File: config.mk
export PLATFORM = sky130hd
export DESIGN_NAME = riscv_decode_stage_flat
export DESIGN_NICKNAME = d
export VERILOG_FILES = /design/src/rtl/riscv_pkg.sv /design/src/rtl/riscv_decode_stage_if.sv /design/src/rtl/riscv_imm_gen.sv /design/src/rtl/riscv_decode_stage.sv /design/src/flat_wrapper.sv
export SDC_FILE = /design/constraint.sdc
export NUM_CORES = 1
export LEC_CHECK = 0
export ABC_AREA = 1
export BUFFER_PORTS_ARGS = -buffer_cell sky130_fd_sc_hd__buf_2
export CORE_UTILIZATION = 49
export CTS_CLUSTER_SIZE = 40
export DETAILED_ROUTE_END_ITERATION = 8
export PLACE_DENSITY = 0.81
export SKIP_CTS_REPAIR_TIMING = 1
export SLEW_MARGIN = 20
export SYNTH_ARGS = -nofsm -noshare
export SYNTH_HDL_FRONTEND = slang
export SYNTH_HIERARCHICAL = 1
export SYNTH_SLANG_ARGS = --single-unit
File: constraint.sdc
create_clock -name clk -period 7.8 [get_ports clk]
set_clock_uncertainty 0.1 [all_clocks]
set_input_delay 1.56 -clock clk [delete_from_list [all_inputs] [get_ports clk]]
set_output_delay 1.56 -clock clk [all_outputs]
set_load 0.01 [all_outputs]
File: src/rtl/riscv_pkg.sv
// RV32I decode types, field encoders and their matching per-format decoders.
// Shared by the decode stage, its immediate generator and the execute stage.
package riscv_pkg;

  localparam int RV_XLEN     = 32;
  localparam int RV_PC_WIDTH = 32;

  typedef enum logic [6:0] {
    OP_LUI     = 7'h37,
    OP_AUIPC   = 7'h17,
    OP_JAL     = 7'h6F,
    OP_JALR    = 7'h67,
    OP_BRANCH  = 7'h63,
    OP_LOAD    = 7'h03,
    OP_STORE   = 7'h23,
    OP_REG_IMM = 7'h13,
    OP_REG_REG = 7'h33
  } opcode_t;

  typedef enum logic [2:0] {
    F3_ADD_SUB = 3'd0,
    F3_SLL     = 3'd1,
    F3_SLT     = 3'd2,
    F3_SLTU    = 3'd3,
    F3_XOR     = 3'd4,
    F3_SRL_SRA = 3'd5,
    F3_OR      = 3'd6,
    F3_AND     = 3'd7
  } funct3_t;

  typedef enum logic [6:0] {
    F7_BASE = 7'h00,
    F7_ALT  = 7'h20
  } funct7_t;

  typedef enum logic [2:0] {IMM_R, IMM_I, IMM_S, IMM_B, IMM_U, IMM_J} imm_type_t;

  typedef struct packed {
    logic [6:0]             opcode;
    logic [4:0]             rd;
    logic [4:0]             rs1;
    logic [4:0]             rs2;
    logic [2:0]             funct3;
    logic [6:0]             funct7;
    logic [RV_PC_WIDTH-1:0] pc;
    logic [RV_XLEN-1:0]     reg_a;
    logic [RV_XLEN-1:0]     reg_b;
    logic [RV_XLEN-1:0]     imm;
  } decoded_instr_t;

  function automatic logic [31:0] encode_r_type(logic [6:0] funct7, logic [4:0] rs2, logic [4:0] rs1,
                                                logic [2:0] funct3, logic [4:0] rd, logic [6:0] opcode);
    return {funct7, rs2, rs1, funct3, rd, opcode};
  endfunction

  function automatic logic [31:0] encode_i_type(logic [11:0] imm, logic [4:0] rs1, logic [2:0] funct3,
                                                logic [4:0] rd, logic [6:0] opcode);
    return {imm, rs1, funct3, rd, opcode};
  endfunction

  function automatic logic [31:0] encode_s_type(logic [11:0] imm, logic [4:0] rs2, logic [4:0] rs1,
                                                logic [2:0] funct3, logic [6:0] opcode);
    return {imm[11:5], rs2, rs1, funct3, imm[4:0], opcode};
  endfunction

  function automatic logic [31:0] encode_b_type(logic [12:1] imm, logic [4:0] rs2, logic [4:0] rs1,
                                                logic [2:0] funct3, logic [6:0] opcode);
    return {imm[12], imm[10:5], rs2, rs1, funct3, imm[4:1], imm[11], opcode};
  endfunction

  function automatic logic [31:0] encode_u_type(logic [19:0] imm, logic [4:0] rd, logic [6:0] opcode);
    return {imm, rd, opcode};
  endfunction

  function automatic logic [31:0] encode_j_type(logic [20:1] imm, logic [4:0] rd, logic [6:0] opcode);
    return {imm[20], imm[10:1], imm[11], imm[19:12], rd, opcode};
  endfunction

  // Decoders zero every field the format does not carry; funct3 is passed through raw.
  function automatic decoded_instr_t decode_r_type(logic [31:0] instr);
    decoded_instr_t d;
    d        = '0;
    d.opcode = instr[6:0];
    d.rd     = instr[11:7];
    d.funct3 = instr[14:12];
    d.rs1    = instr[19:15];
    d.rs2    = instr[24:20];
    d.funct7 = instr[31:25];
    return d;
  endfunction

  function automatic decoded_instr_t decode_i_type(logic [31:0] instr);
    decoded_instr_t d;
    d        = '0;
    d.opcode = instr[6:0];
    d.rd     = instr[11:7];
    d.funct3 = instr[14:12];
    d.rs1    = instr[19:15];
    d.imm    = {{(RV_XLEN-12){instr[31]}}, instr[31:20]};
    return d;
  endfunction

  function automatic decoded_instr_t decode_s_type(logic [31:0] instr);
    decoded_instr_t d;
    d        = '0;
    d.opcode = instr[6:0];
    d.funct3 = instr[14:12];
    d.rs1    = instr[19:15];
    d.rs2    = instr[24:20];
    d.imm    = {{(RV_XLEN-12){instr[31]}}, instr[31:25], instr[11:7]};
    return d;
  endfunction

  function automatic decoded_instr_t decode_b_type(logic [31:0] instr);
    decoded_instr_t d;
    d        = '0;
    d.opcode = instr[6:0];
    d.funct3 = instr[14:12];
    d.rs1    = instr[19:15];
    d.rs2    = instr[24:20];
    d.imm    = {{(RV_XLEN-13){instr[31]}}, instr[31], instr[7], instr[30:25], instr[11:8], 1'b0};
    return d;
  endfunction

  function automatic decoded_instr_t decode_u_type(logic [31:0] instr);
    decoded_instr_t d;
    d        = '0;
    d.opcode = instr[6:0];
    d.rd     = instr[11:7];
    d.funct3 = instr[14:12];
    d.imm    = {{(RV_XLEN-32){instr[31]}}, instr[31:12], 12'b0};
    return d;
  endfunction

  function automatic decoded_instr_t decode_j_type(logic [31:0] instr);
    decoded_instr_t d;
    d        = '0;
    d.opcode = instr[6:0];
    d.rd     = instr[11:7];
    d.funct3 = instr[14:12];
    d.imm    = {{(RV_XLEN-21){instr[31]}}, instr[31], instr[19:12], instr[20], instr[30:21], 1'b0};
    return d;
  endfunction

  // Unknown opcodes fall back to R so every raw field stays visible for debug.
  function automatic imm_type_t imm_type_of(logic [6:0] opcode);
    case (opcode)
      OP_REG_IMM, OP_LOAD, OP_JALR: return IMM_I;
      OP_STORE:                     return IMM_S;
      OP_BRANCH:                    return IMM_B;
      OP_LUI, OP_AUIPC:             return IMM_U;
      OP_JAL:                       return IMM_J;
      default:                      return IMM_R;
    endcase
  endfunction

endpackage

File: src/rtl/riscv_decode_stage_if.sv
// Fetch-side, register-file, write-back and execute-side signals of the decode stage.
// slave is the decode stage itself; master is whatever surrounds it.
interface riscv_decode_stage_if #(
  parameter int XLEN     = 32,
  parameter int PC_WIDTH = 32
) ();

  logic                       in_valid;
  logic                       in_ready;
  logic [31:0]                in_instr;
  logic [PC_WIDTH-1:0]        in_pc;
  logic [4:0]                 rf_raddr1;
  logic [4:0]                 rf_raddr2;
  logic [XLEN-1:0]            rf_rdata1;
  logic [XLEN-1:0]            rf_rdata2;
  logic                       wb_we;
  logic [4:0]                 wb_addr;
  logic [XLEN-1:0]            wb_data;
  logic                       flush;
  logic                       out_valid;
  logic                       out_ready;
  riscv_pkg::decoded_instr_t  out_instr;
  riscv_pkg::imm_type_t       out_imm_type;
  logic                       out_reg_write;
  logic                       out_illegal;

  modport slave (
    input  in_valid, in_instr, in_pc, rf_rdata1, rf_rdata2,
           wb_we, wb_addr, wb_data, flush, out_ready,
    output in_ready, rf_raddr1, rf_raddr2,
           out_valid, out_instr, out_imm_type, out_reg_write, out_illegal
  );

  modport master (
    output in_valid, in_instr, in_pc, rf_rdata1, rf_rdata2,
           wb_we, wb_addr, wb_data, flush, out_ready,
    input  in_ready, rf_raddr1, rf_raddr2,
           out_valid, out_instr, out_imm_type, out_reg_write, out_illegal
  );

endinterface

File: src/rtl/riscv_imm_gen.sv
// Combinational immediate generator: picks the format from the opcode and
// returns the sign-extended immediate for it (zero for R-type and unknown opcodes).
module riscv_imm_gen
  import riscv_pkg::*;
(
  input  logic [31:0]        instr,
  output logic [RV_XLEN-1:0] imm,
  output imm_type_t          imm_type
);

  always_comb begin
    imm_type = imm_type_of(instr[6:0]);
    case (imm_type)
      IMM_I:   imm = decode_i_type(instr).imm;
      IMM_S:   imm = decode_s_type(instr).imm;
      IMM_B:   imm = decode_b_type(instr).imm;
      IMM_U:   imm = decode_u_type(instr).imm;
      IMM_J:   imm = decode_j_type(instr).imm;
      default: imm = '0;
    endcase
  end

endmodule

File: src/rtl/riscv_decode_stage.sv
// RV32I ID stage: field split, immediate, operand read with same-cycle write-back
// bypass, legality check; one register slice with valid/ready, stall and flush.
module riscv_decode_stage
  import riscv_pkg::*;
#(
  parameter int XLEN     = RV_XLEN,
  parameter int PC_WIDTH = RV_PC_WIDTH
) (
  input  logic                 clk,
  input  logic                 rst,
  riscv_decode_stage_if.slave  dif
);

  logic [31:0]         instr;
  logic [6:0]          opcode;
  logic [2:0]          f3;
  logic [6:0]          f7;
  logic [XLEN-1:0]     imm;
  imm_type_t           imm_type;
  decoded_instr_t      dec;
  logic [XLEN-1:0]     reg_a;
  logic [XLEN-1:0]     reg_b;
  logic [PC_WIDTH-1:0] pc;
  logic                illegal;
  logic                has_rd;
  logic                in_ready;
  logic                accept;

  logic                out_valid_d,     out_valid_q;
  decoded_instr_t      out_instr_d,     out_instr_q;
  imm_type_t           out_imm_type_d,  out_imm_type_q;
  logic                out_reg_write_d, out_reg_write_q;
  logic                out_illegal_d,   out_illegal_q;

  assign instr  = dif.in_instr;
  assign pc     = dif.in_pc;
  assign opcode = instr[6:0];
  assign f3     = instr[14:12];
  assign f7     = instr[31:25];

  // Raw address bits go to the register file so the read overlaps decode.
  assign dif.rf_raddr1 = instr[19:15];
  assign dif.rf_raddr2 = instr[24:20];

  riscv_imm_gen u_imm_gen (
    .instr    (instr),
    .imm      (imm),
    .imm_type (imm_type)
  );

  always_comb begin
    dec = decode_r_type(instr);
    case (imm_type)
      IMM_I:   dec = decode_i_type(instr);
      IMM_S:   dec = decode_s_type(instr);
      IMM_B:   dec = decode_b_type(instr);
      IMM_U:   dec = decode_u_type(instr);
      IMM_J:   dec = decode_j_type(instr);
      default: dec = decode_r_type(instr);
    endcase
    // Shift-immediates carry the arithmetic/logical selector in funct7.
    if (opcode == OP_REG_IMM && (f3 == F3_SLL || f3 == F3_SRL_SRA))
      dec.funct7 = f7;
    dec.imm = imm;
    dec.pc  = pc;
  end

  always_comb begin
    if (dec.rs1 == 5'd0)                           reg_a = '0;
    else if (dif.wb_we && dif.wb_addr == dec.rs1)  reg_a = dif.wb_data;
    else                                           reg_a = dif.rf_rdata1;
    if (dec.rs2 == 5'd0)                           reg_b = '0;
    else if (dif.wb_we && dif.wb_addr == dec.rs2)  reg_b = dif.wb_data;
    else                                           reg_b = dif.rf_rdata2;
  end

  always_comb begin
    illegal = 1'b0;
    has_rd  = 1'b1;
    case (opcode)
      OP_REG_REG: illegal = !(f7 == F7_BASE || f7 == F7_ALT) ||
                            (f7 == F7_ALT && !(f3 == F3_ADD_SUB || f3 == F3_SRL_SRA));
      OP_REG_IMM: illegal = (f3 == F3_SLL && f7 != F7_BASE) ||
                            (f3 == F3_SRL_SRA && !(f7 == F7_BASE || f7 == F7_ALT));
      OP_LOAD:    illegal = (f3 == 3'd3) || (f3 == 3'd6) || (f3 == 3'd7);
      OP_STORE: begin
        illegal = (f3 > 3'd2);
        has_rd  = 1'b0;
      end
      OP_BRANCH: begin
        illegal = (f3 == 3'd2) || (f3 == 3'd3);
        has_rd  = 1'b0;
      end
      OP_JALR:    illegal = (f3 != 3'd0);
      OP_LUI, OP_AUIPC, OP_JAL: illegal = 1'b0;
      default: begin
        illegal = 1'b1;
        has_rd  = 1'b0;
      end
    endcase
  end

  assign in_ready = !out_valid_q || dif.out_ready;
  assign accept   = dif.in_valid && in_ready;

  always_comb begin
    out_valid_d     = out_valid_q;
    out_instr_d     = out_instr_q;
    out_imm_type_d  = out_imm_type_q;
    out_reg_write_d = out_reg_write_q;
    out_illegal_d   = out_illegal_q;
    if (dif.flush) begin
      out_valid_d = 1'b0;
    end else if (accept) begin
      out_valid_d       = 1'b1;
      out_instr_d       = dec;
      out_instr_d.reg_a = reg_a;
      out_instr_d.reg_b = reg_b;
      out_imm_type_d    = imm_type;
      out_reg_write_d   = !illegal && has_rd && (dec.rd != 5'd0);
      out_illegal_d     = illegal;
    end else if (dif.out_ready) begin
      out_valid_d = 1'b0;
    end
  end

  always_ff @(posedge clk or posedge rst) begin
    if (rst) begin
      out_valid_q     <= 1'b0;
      out_instr_q     <= '0;
      out_imm_type_q  <= IMM_R;
      out_reg_write_q <= 1'b0;
      out_illegal_q   <= 1'b0;
    end else begin
      out_valid_q     <= out_valid_d;
      out_instr_q     <= out_instr_d;
      out_imm_type_q  <= out_imm_type_d;
      out_reg_write_q <= out_reg_write_d;
      out_illegal_q   <= out_illegal_d;
    end
  end

  assign dif.in_ready      = in_ready;
  assign dif.out_valid     = out_valid_q;
  assign dif.out_instr     = out_instr_q;
  assign dif.out_imm_type  = out_imm_type_q;
  assign dif.out_reg_write = out_reg_write_q;
  assign dif.out_illegal   = out_illegal_q;

endmodule

File: src/flat_wrapper.sv
// flat-port wrapper written by rule: the top's interface ports become plain ports
module riscv_decode_stage_flat import riscv_pkg::*;
#(
  parameter int XLEN     = RV_XLEN,
  parameter int PC_WIDTH = RV_PC_WIDTH
)
  (clk, rst, dif_in_valid, dif_in_instr, dif_in_pc, dif_rf_rdata1, dif_rf_rdata2, dif_wb_we, dif_wb_addr, dif_wb_data, dif_flush, dif_out_ready, dif_in_ready, dif_rf_raddr1, dif_rf_raddr2, dif_out_valid, dif_out_instr, dif_out_imm_type, dif_out_reg_write, dif_out_illegal);
  riscv_decode_stage_if #(.XLEN(XLEN), .PC_WIDTH(PC_WIDTH)) dif_i ();
  input  logic clk;
  input  logic rst;
  input wire logic [$bits(dif_i.in_valid)-1:0] dif_in_valid;
  input wire logic [$bits(dif_i.in_instr)-1:0] dif_in_instr;
  input wire logic [$bits(dif_i.in_pc)-1:0] dif_in_pc;
  input wire logic [$bits(dif_i.rf_rdata1)-1:0] dif_rf_rdata1;
  input wire logic [$bits(dif_i.rf_rdata2)-1:0] dif_rf_rdata2;
  input wire logic [$bits(dif_i.wb_we)-1:0] dif_wb_we;
  input wire logic [$bits(dif_i.wb_addr)-1:0] dif_wb_addr;
  input wire logic [$bits(dif_i.wb_data)-1:0] dif_wb_data;
  input wire logic [$bits(dif_i.flush)-1:0] dif_flush;
  input wire logic [$bits(dif_i.out_ready)-1:0] dif_out_ready;
  output wire logic [$bits(dif_i.in_ready)-1:0] dif_in_ready;
  output wire logic [$bits(dif_i.rf_raddr1)-1:0] dif_rf_raddr1;
  output wire logic [$bits(dif_i.rf_raddr2)-1:0] dif_rf_raddr2;
  output wire logic [$bits(dif_i.out_valid)-1:0] dif_out_valid;
  output wire logic [$bits(dif_i.out_instr)-1:0] dif_out_instr;
  output wire logic [$bits(dif_i.out_imm_type)-1:0] dif_out_imm_type;
  output wire logic [$bits(dif_i.out_reg_write)-1:0] dif_out_reg_write;
  output wire logic [$bits(dif_i.out_illegal)-1:0] dif_out_illegal;
  assign dif_i.in_valid = dif_in_valid;
  assign dif_i.in_instr = dif_in_instr;
  assign dif_i.in_pc = dif_in_pc;
  assign dif_i.rf_rdata1 = dif_rf_rdata1;
  assign dif_i.rf_rdata2 = dif_rf_rdata2;
  assign dif_i.wb_we = dif_wb_we;
  assign dif_i.wb_addr = dif_wb_addr;
  assign dif_i.wb_data = dif_wb_data;
  assign dif_i.flush = dif_flush;
  assign dif_i.out_ready = dif_out_ready;
  assign dif_in_ready = dif_i.in_ready;
  assign dif_rf_raddr1 = dif_i.rf_raddr1;
  assign dif_rf_raddr2 = dif_i.rf_raddr2;
  assign dif_out_valid = dif_i.out_valid;
  assign dif_out_instr = dif_i.out_instr;
  assign dif_out_imm_type = dif_i.out_imm_type;
  assign dif_out_reg_write = dif_i.out_reg_write;
  assign dif_out_illegal = dif_i.out_illegal;
  riscv_decode_stage #(.XLEN(XLEN), .PC_WIDTH(PC_WIDTH)) u_core (.clk(clk), .rst(rst), .dif(dif_i));
endmodule
==> key figures, run 1 <==
Global routing
  • Number of global-route vias before repair: ~8,300
  • Global-route wire length before repair: 42,500 um
  • Initial antenna violation count: 2
  • Overall global routing resource usage: 29.8%
  • Residual overflow from global routing: 0
  • Maximum number of pins on one net before global-route repair: 122

Yosys
  • Dominant cell type by area after synthesis: sky130_fd_sc_hd__dfrtp_1
  • Main combinational cell family by area after synthesis: simple AND/OR/NAND/NOR gates
  • Cell area after synthesis: 8810 um2
  • Main area contributors after synthesis: sky130_fd_sc_hd__dfrtp_1, sky130_fd_sc_hd__nand2_1, sky130_fd_sc_hd__nand3_1, sky130_fd_sc_hd__inv_1, sky130_fd_sc_hd__nand4_1
  • Top cell types by occurrence after synthesis: sky130_fd_sc_hd__nand2_1, sky130_fd_sc_hd__dfrtp_1, sky130_fd_sc_hd__nand3_1, sky130_fd_sc_hd__inv_1
  • Synth cell types: 32
  • Count of flip-flops with a built-in enable after synthesis: 0
  • Post-synthesis adder-cell area fraction: 0%
  • Mapped Cells: 1,226
  • Seq cells post-synth: ~170
  • Post-synthesis xor/xnor area fraction: 0.199%
  • Post-synthesis share of cell area spent on and, or, nand and nor gates: 39.3%
  • Syn nets: between 1,000 and 1,500
  • Post-synthesis average cell area: 7.18 um2
  • Compound-Gate Fraction of Synth Area: 2.56%
  • Most frequent cell after synthesis: sky130_fd_sc_hd__nand2_1
  • Mux contribution to synthesized area: 0%
  • Top_reg_cell synth: sky130_fd_sc_hd__dfrtp_1
  • Synth async-reset ratio: 100%
  • Ys Warns: 6
  • Seq/Total Area, Yosys: between 40% and 50%
  • Proportion of netlist area held by the largest area contributor: 47.2%

Timing
  • Setup repair after global routing missed its margin: no
  • Worst hold margin: 0.367 ns
  • Worst slew pin tran: 1.11 ns
  • Hold Fails Final Rpt: 0
  • Setup-violating endpoint count in the final report: 0
  • Final worst path period need: 4.55 ns
  • Normalized max-slew margin: 26.2%
  • Fmax: 220 MHz
  • Share of the clock period used by the worst path: around three fifths
  • Sum Neg Setup Slack: 0 ns
  • Final Max Tran Viols: 0

Final layout
  • Area grow syn2layout: 25.8%
  • Post-layout nets: 1,697
  • # fillers: 1,607
  • Share of cells above drive strength 1: 28.0%

Route
  • Initial detailed-routing violation count: 721
  • Vias per cell: 5.14
  • Total via count after detailed routing: between 9,000 and 10,000
  • Number of design rule violations left after detail routing: 0
  • DRT Pass-1 Iters: 7
  • DRT antenna net count: 0
  • Wirelength per Cell: 15.7 um
  • Overall routed net length: 27,800 um

Critical path
  • Max FO, Critical Path: 33
  • Worst endpoint required time: 8.07 ns
  • CP Capture Type: flop
  • Class of the most critical setup path: primary input to flop
  • Worst EP arrival: 4.81 ns
  • CP startpoint kind: primary input

Die
  • DIE WIDTH: 136 um
  • Die Footprint: 18,500 um2
  • Effective utilization at floorplan: approximately half
  • Core footprint: 17,400 um2
  • Cell row count: 48
  • Die Y-Extent: approximately 140 um
  • I/O Pins: 348

Clock network
  • Number of levels the H-tree was split into: 4
  • Cell at the root of the clock tree: sky130_fd_sc_hd__clkbuf_16
  • Number of buffers between clock root and the deepest sink: 2
  • Clock insertion delay at the later pin of the skew report: 0.42 ns
  • CTS tree: done
  • Clock buffer count from CTS: 17
  • Number of clock sinks: between 150 and 200
  • Clk slew on worst S/H paths: 0.07 ns

Power
  • Leak: about 7 nW
  • VDD IR-drop max: 151 uV
  • Power per cell area: roughly 210 nW/um2

Worst hold path
  • Path category of the worst min-delay check: flop to flop

Status
  • Run status: finished clean

Place
  • Final RePlAce weighted congestion: between 0.9 and 1
  • Port bufs: 347
  • Detailed placer's ending HPWL: between 20,000 and 25,000 um

Job
  • Max-cap violation count: 0
-- state kept, by name, indices dropped and copies added, names as in the netlist --
name                      flops
u_core/dif.out_illegal        1
u_core/dif.out_reg_write      1
u_core/dif.out_instr        160
u_core/dif.out_imm_type       3
u_core/dif.out_valid          1
-- layout make-up --
cell class	instances	area (um2)	area share (%)
Antenna cell	3	7.51	0.0678
Clock buffer	17	425	3.84
Clock inverter	15	161	1.46
Inverter	146	558	5.04
Multi-Input combinational cell	844	3720	33.6
Sequential cell	166	4150	37.5
Tap cell	225	282	2.54
Timing Repair Buffer	351	1770	15.9
-- critical path: stages --
cell and delay [ns]:
sky130_fd_sc_hd__buf_2 0.14, sky130_fd_sc_hd__inv_1 0.06, sky130_fd_sc_hd__nand2_1 0.11, sky130_fd_sc_hd__nor2_8 0.25, sky130_fd_sc_hd__nand2_2 0.19, sky130_fd_sc_hd__inv_1 0.22, sky130_fd_sc_hd__inv_2 0.08, sky130_fd_sc_hd__o21ai_2 0.22
sky130_fd_sc_hd__nand2_1 0.22, sky130_fd_sc_hd__nand2_1 0.11, sky130_fd_sc_hd__nand2_1 0.08, sky130_fd_sc_hd__nor2_4 0.64, sky130_fd_sc_hd__nand3_4 0.47, sky130_fd_sc_hd__nand2_1 0.18, sky130_fd_sc_hd__nand3_1 0.13, sky130_fd_sc_hd__nand2_1 0.11
-- path summary, 6_finish.rpt --
path | cells past startpoint | to | slack [ns] | from
setup / recovery | 16 | u_core/dif.out_instr[59] | 3.26 | dif_in_instr[2]
hold / removal | 2 | u_core/dif.out_instr[100] | 0.37 | u_core/dif.out_instr[100]
setup reg to reg | 8 | u_core/dif.out_instr[90] | 4.97 | u_core/dif.out_valid
hold reg to reg | 2 | u_core/dif.out_instr[100] | 0.37 | u_core/dif.out_instr[100]
max in group asynchronous | 3 | u_core/dif.out_instr[4] | 5.00 | rst
min in group asynchronous | 2 | u_core/dif.out_instr[124] | 1.24 | rst
-- cell families after synthesis --
kind of cell | count (synthesis)
xor gates and xnor gates | 2
buffers and inverters | 216
and+or+nand+nor | 799
AOI/OAI and AO/OA | 43
DFF | 166
-- report_power, final --
part / internal, mW / switching, mW / total (mW) / leakage, nW
clock network: 0.428 / 0.400 / 0.828 / 0.280
logic: 0.180 / 0.311 / 0.491 / 4.49
registers: 0.970 / 0.0605 / 1.03 / 2.11
-- layout by cell type, fill, tap and decap left out --
cell	count
sky130_fd_sc_hd__buf_2	347
sky130_fd_sc_hd__a21oi_1	3
sky130_fd_sc_hd__xor2_1	2
sky130_fd_sc_hd__nor2_4	7
sky130_fd_sc_hd__inv_6	4
sky130_fd_sc_hd__o21ai_0	35
sky130_fd_sc_hd__o21ai_2	1
sky130_fd_sc_hd__clkinv_1	1
sky130_fd_sc_hd__nand2_2	24
sky130_fd_sc_hd__nor2_2	1
sky130_fd_sc_hd__nand2_1	535
sky130_fd_sc_hd__diode_2	3
sky130_fd_sc_hd__nand3_2	1
sky130_fd_sc_hd__inv_2	6
sky130_fd_sc_hd__o31ai_1	1
sky130_fd_sc_hd__clkbuf_16	17
sky130_fd_sc_hd__buf_4	4
sky130_fd_sc_hd__clkinvlp_4	2
sky130_fd_sc_hd__a21o_1	1
sky130_fd_sc_hd__inv_8	4
sky130_fd_sc_hd__nand4_1	35
sky130_fd_sc_hd__nand3b_1	2
sky130_fd_sc_hd__nand2_4	1
sky130_fd_sc_hd__nand3_4	1
sky130_fd_sc_hd__inv_1	137
sky130_fd_sc_hd__clkinv_8	3
sky130_fd_sc_hd__clkinv_4	4
sky130_fd_sc_hd__nand3_1	153
sky130_fd_sc_hd__or2_2	1
sky130_fd_sc_hd__o21ai_1	1
sky130_fd_sc_hd__dfrtp_1	166
sky130_fd_sc_hd__nor2_8	1
sky130_fd_sc_hd__nor3_4	1
sky130_fd_sc_hd__nor3_1	4
sky130_fd_sc_hd__a31oi_4	1
sky130_fd_sc_hd__nor2_1	32
-- metal layers --
| metal | vias up | share of wire [%] | track usage (%) |
|---|---|---|---|
| met5 | - | 0 | 0 |
| met4 | 0 | 2.9 | 13.1 |
| met3 | 58 | 9.4 | 6.90 |
| met2 | 531 | 48 | 48.9 |
| met1 | 4103 | 40 | 37.5 |
| li1 | 4388 | - | - |
-- stage by stage --
stage | worst slack (ns) | util (%) | cells | instance area [um2] | power (mW)
2_1_floorplan | 1.65 | - | 1226 | 8810 | 1.30
3_3_place_gp | 3.00 | 60.2 | 1732 | 10500 | 1.53
3_5_place_dp | 2.91 | 60.2 | 1732 | 10500 | 1.54
4_1_cts | 3.37 | 63.6 | 1764 | 11100 | 2.37
5_1_grt | 2.90 | 63.6 | 1766 | 11100 | 2.46
6_report | 3.26 | 63.6 | 1767 | 11100 | 2.35
Power figures use the tool's default switching activity.
==> run 2, diff against run 1 <==
clock period = 4.2 ns   (was 7.8 ns; I/O delays follow)
==> key figures, run 2 (same netlist as run 1, synthesis figures left out) <==
Status
  • Run status: finished clean

Job
  • Max-cap violation count: 0

Power
  • Combinational group share of total power: between 20% and 30%
  • Leak: between 6 and 7 nW
  • VDD IR-drop max: 283 uV
  • Switching pwr: 1.39 mW
  • Power per cell area: 396 nW/um2
  • Seq pwr share: between 40 and 50%
  • Clock network fraction of design power: between 30 and 40%
  • Switch share: 31.4%
  • Int Pwr: 3.04 mW

Route
  • Overall routed net length: 27,300 um
  • Initial detailed-routing violation count: 792
  • DRT antenna net count: 0
  • Total via count after detailed routing: 9,080
  • DRT Pass-1 Iters: 6
  • Vias per cell: 5.12
  • Number of design rule violations left after detail routing: 0
  • Wirelength per Cell: 15.4 um

Timing
  • Worst hold margin: 0.367 ns
  • Final Max Tran Viols: 0
  • Sum Neg Setup Slack: 0 ns
  • Final worst path period need: 3.39 ns
  • Normalized max-slew margin: 35.5%
  • Hold Fails Final Rpt: 0
  • Setup repair after global routing missed its margin: no
  • Fmax: 295 MHz
  • Share of the clock period used by the worst path: between 80% and 90%
  • Worst slew pin tran: 0.965 ns
  • Setup-violating endpoint count in the final report: 0

Clock network
  • CTS tree: done
  • Number of clock sinks: 166
  • Number of buffers between clock root and the deepest sink: 2
  • Number of levels the H-tree was split into: 4
  • Cell at the root of the clock tree: sky130_fd_sc_hd__clkbuf_16
  • Clock insertion delay at the later pin of the skew report: 0.42 ns
  • Clk slew on worst S/H paths: 0.07 ns
  • Clock buffer count from CTS: 17

Global routing
  • Maximum number of pins on one net before global-route repair: 100
  • Initial antenna violation count: 1
  • Global-route wire length before repair: ~42,000 um
  • Overall global routing resource usage: around 30%
  • Number of global-route vias before repair: 8,412
  • Residual overflow from global routing: 0

Critical path
  • Cell seen most often among critical-path stages: sky130_fd_sc_hd__nand2_1
  • Ordered list of cells on the worst path: buf_2 -> inv_1 -> nand2_1 -> nor2_8 -> nand2_2 -> inv_1 -> inv_2 -> o21ai_2 -> nand2_1 -> nand2_1 -> nand2_1 -> nor2_4 -> nand3_4 -> nand2_1 -> nand3_1 -> nand2_1
  • Number of buffers and inverters on the critical path: 4
  • Max FO, Critical Path: 32
  • Top cell family by delay on the critical path: simple AND/OR/NAND/NOR gates
  • Class of the most critical setup path: primary input to flop
  • CP startpoint kind: primary input
  • CP peak stage delay: around 0.4 ns
  • Cell type of the slowest stage on the worst timing path: sky130_fd_sc_hd__nand3_4
  • CP Capture Type: flop
  • Worst endpoint required time: 4.46 ns
  • Worst EP arrival: roughly 3.7 ns

Final layout
  • # fillers: approximately 1,600
  • Area of the multi-input gates: 3720 um2
  • Most common cell after layout, fill and taps aside: sky130_fd_sc_hd__nand2_1
  • Share of cells above drive strength 1: 28.4%
  • Area grow syn2layout: 27.0%
  • Largest register FFs: between 150 and 200
  • Post-layout nets: ~1,700
  • Leading cell types in the layout, fill and taps excluded: sky130_fd_sc_hd__nand2_1, sky130_fd_sc_hd__buf_2, sky130_fd_sc_hd__dfrtp_1
  • Sequential cell area: 4150 um2

Worst hold path
  • Path category of the worst min-delay check: flop to flop

Die
  • DIE WIDTH: 136 um
  • Effective utilization at floorplan: between 50% and 60%
  • Cell row count: 48
  • I/O Pins: 348
  • Die Footprint: 18,500 um2
  • Core footprint: 17,400 um2
  • Die Y-Extent: about 140 um

Place
  • Port bufs: ~350
  • Final RePlAce weighted congestion: 0.983
  • Detailed placer's ending HPWL: 19,900 um
[run 2: final timing paths]
kind / slack (ns) / cells after the start / endpoint / start
min in group asynchronous: 0.52 / 2 / u_core/dif.out_instr[101] / rst
worst max register to register: 1.87 / 9 / u_core/dif.out_instr[90] / u_core/dif.out_valid
worst min register to register: 0.37 / 2 / u_core/dif.out_instr[96] / u_core/dif.out_instr[96]
worst max-delay path: 0.81 / 16 / u_core/dif.out_instr[53] / dif_in_instr[2]
max in group asynchronous: 2.65 / 3 / u_core/dif.out_valid / rst
worst min-delay path: 0.37 / 2 / u_core/dif.out_instr[96] / u_core/dif.out_instr[96]
[run 2: tightest hold or removal path, stage by stage, from the launching register on]
cell and delay (ns):
sky130_fd_sc_hd__dfrtp_1 0.34, sky130_fd_sc_hd__nand2_1 0.05, sky130_fd_sc_hd__nand2_1 0.05
[run 2: power by group through the flow]
stage | Clock [mW] | Sequential (mW) | Combinational, mW
finish | 1.59 | 1.91 | 0.927
global placement | 0 | 1.94 | 0.907
CTS | 1.62 | 1.91 | 0.931
global route | 1.68 | 1.93 | 1.03
floorplan | 0 | 2.03 | 0.388
detailed placement | 0 | 1.94 | 0.928
[run 2: layout make-up]
cell class	count	share of cell area [%]
clock inverters	15	1.50
flip-flops and latches	166	37.1
clock buffers	17	3.80
multi-input cells	844	33.3
diodes	1	0.0224
repair buffers	360	16.7
well taps	225	2.52
inverters	146	4.98
[run 2: per-layer routing]
layer	share of wire, %	GRT usage (%)
met1	40	36.5
met2	47	46.4
met3	10	7.31
met4	3.5	15.4
met5	0	0
[run 2: metrics by stage]
stage | std cells | total power, mW | cell area [um2] | util, % | setup WS (ns)
floorplan | 1226 | 2.42 | 8810 | - | 1.15
global placement | 1741 | 2.84 | 10600 | 60.8 | 0.553
detailed placement | 1741 | 2.87 | 10600 | 60.8 | 0.476
CTS | 1773 | 4.47 | 11200 | 64.2 | 0.926
global route | 1774 | 4.64 | 11200 | 64.2 | 0.550
finish | 1774 | 4.43 | 11200 | 64.2 | 0.808
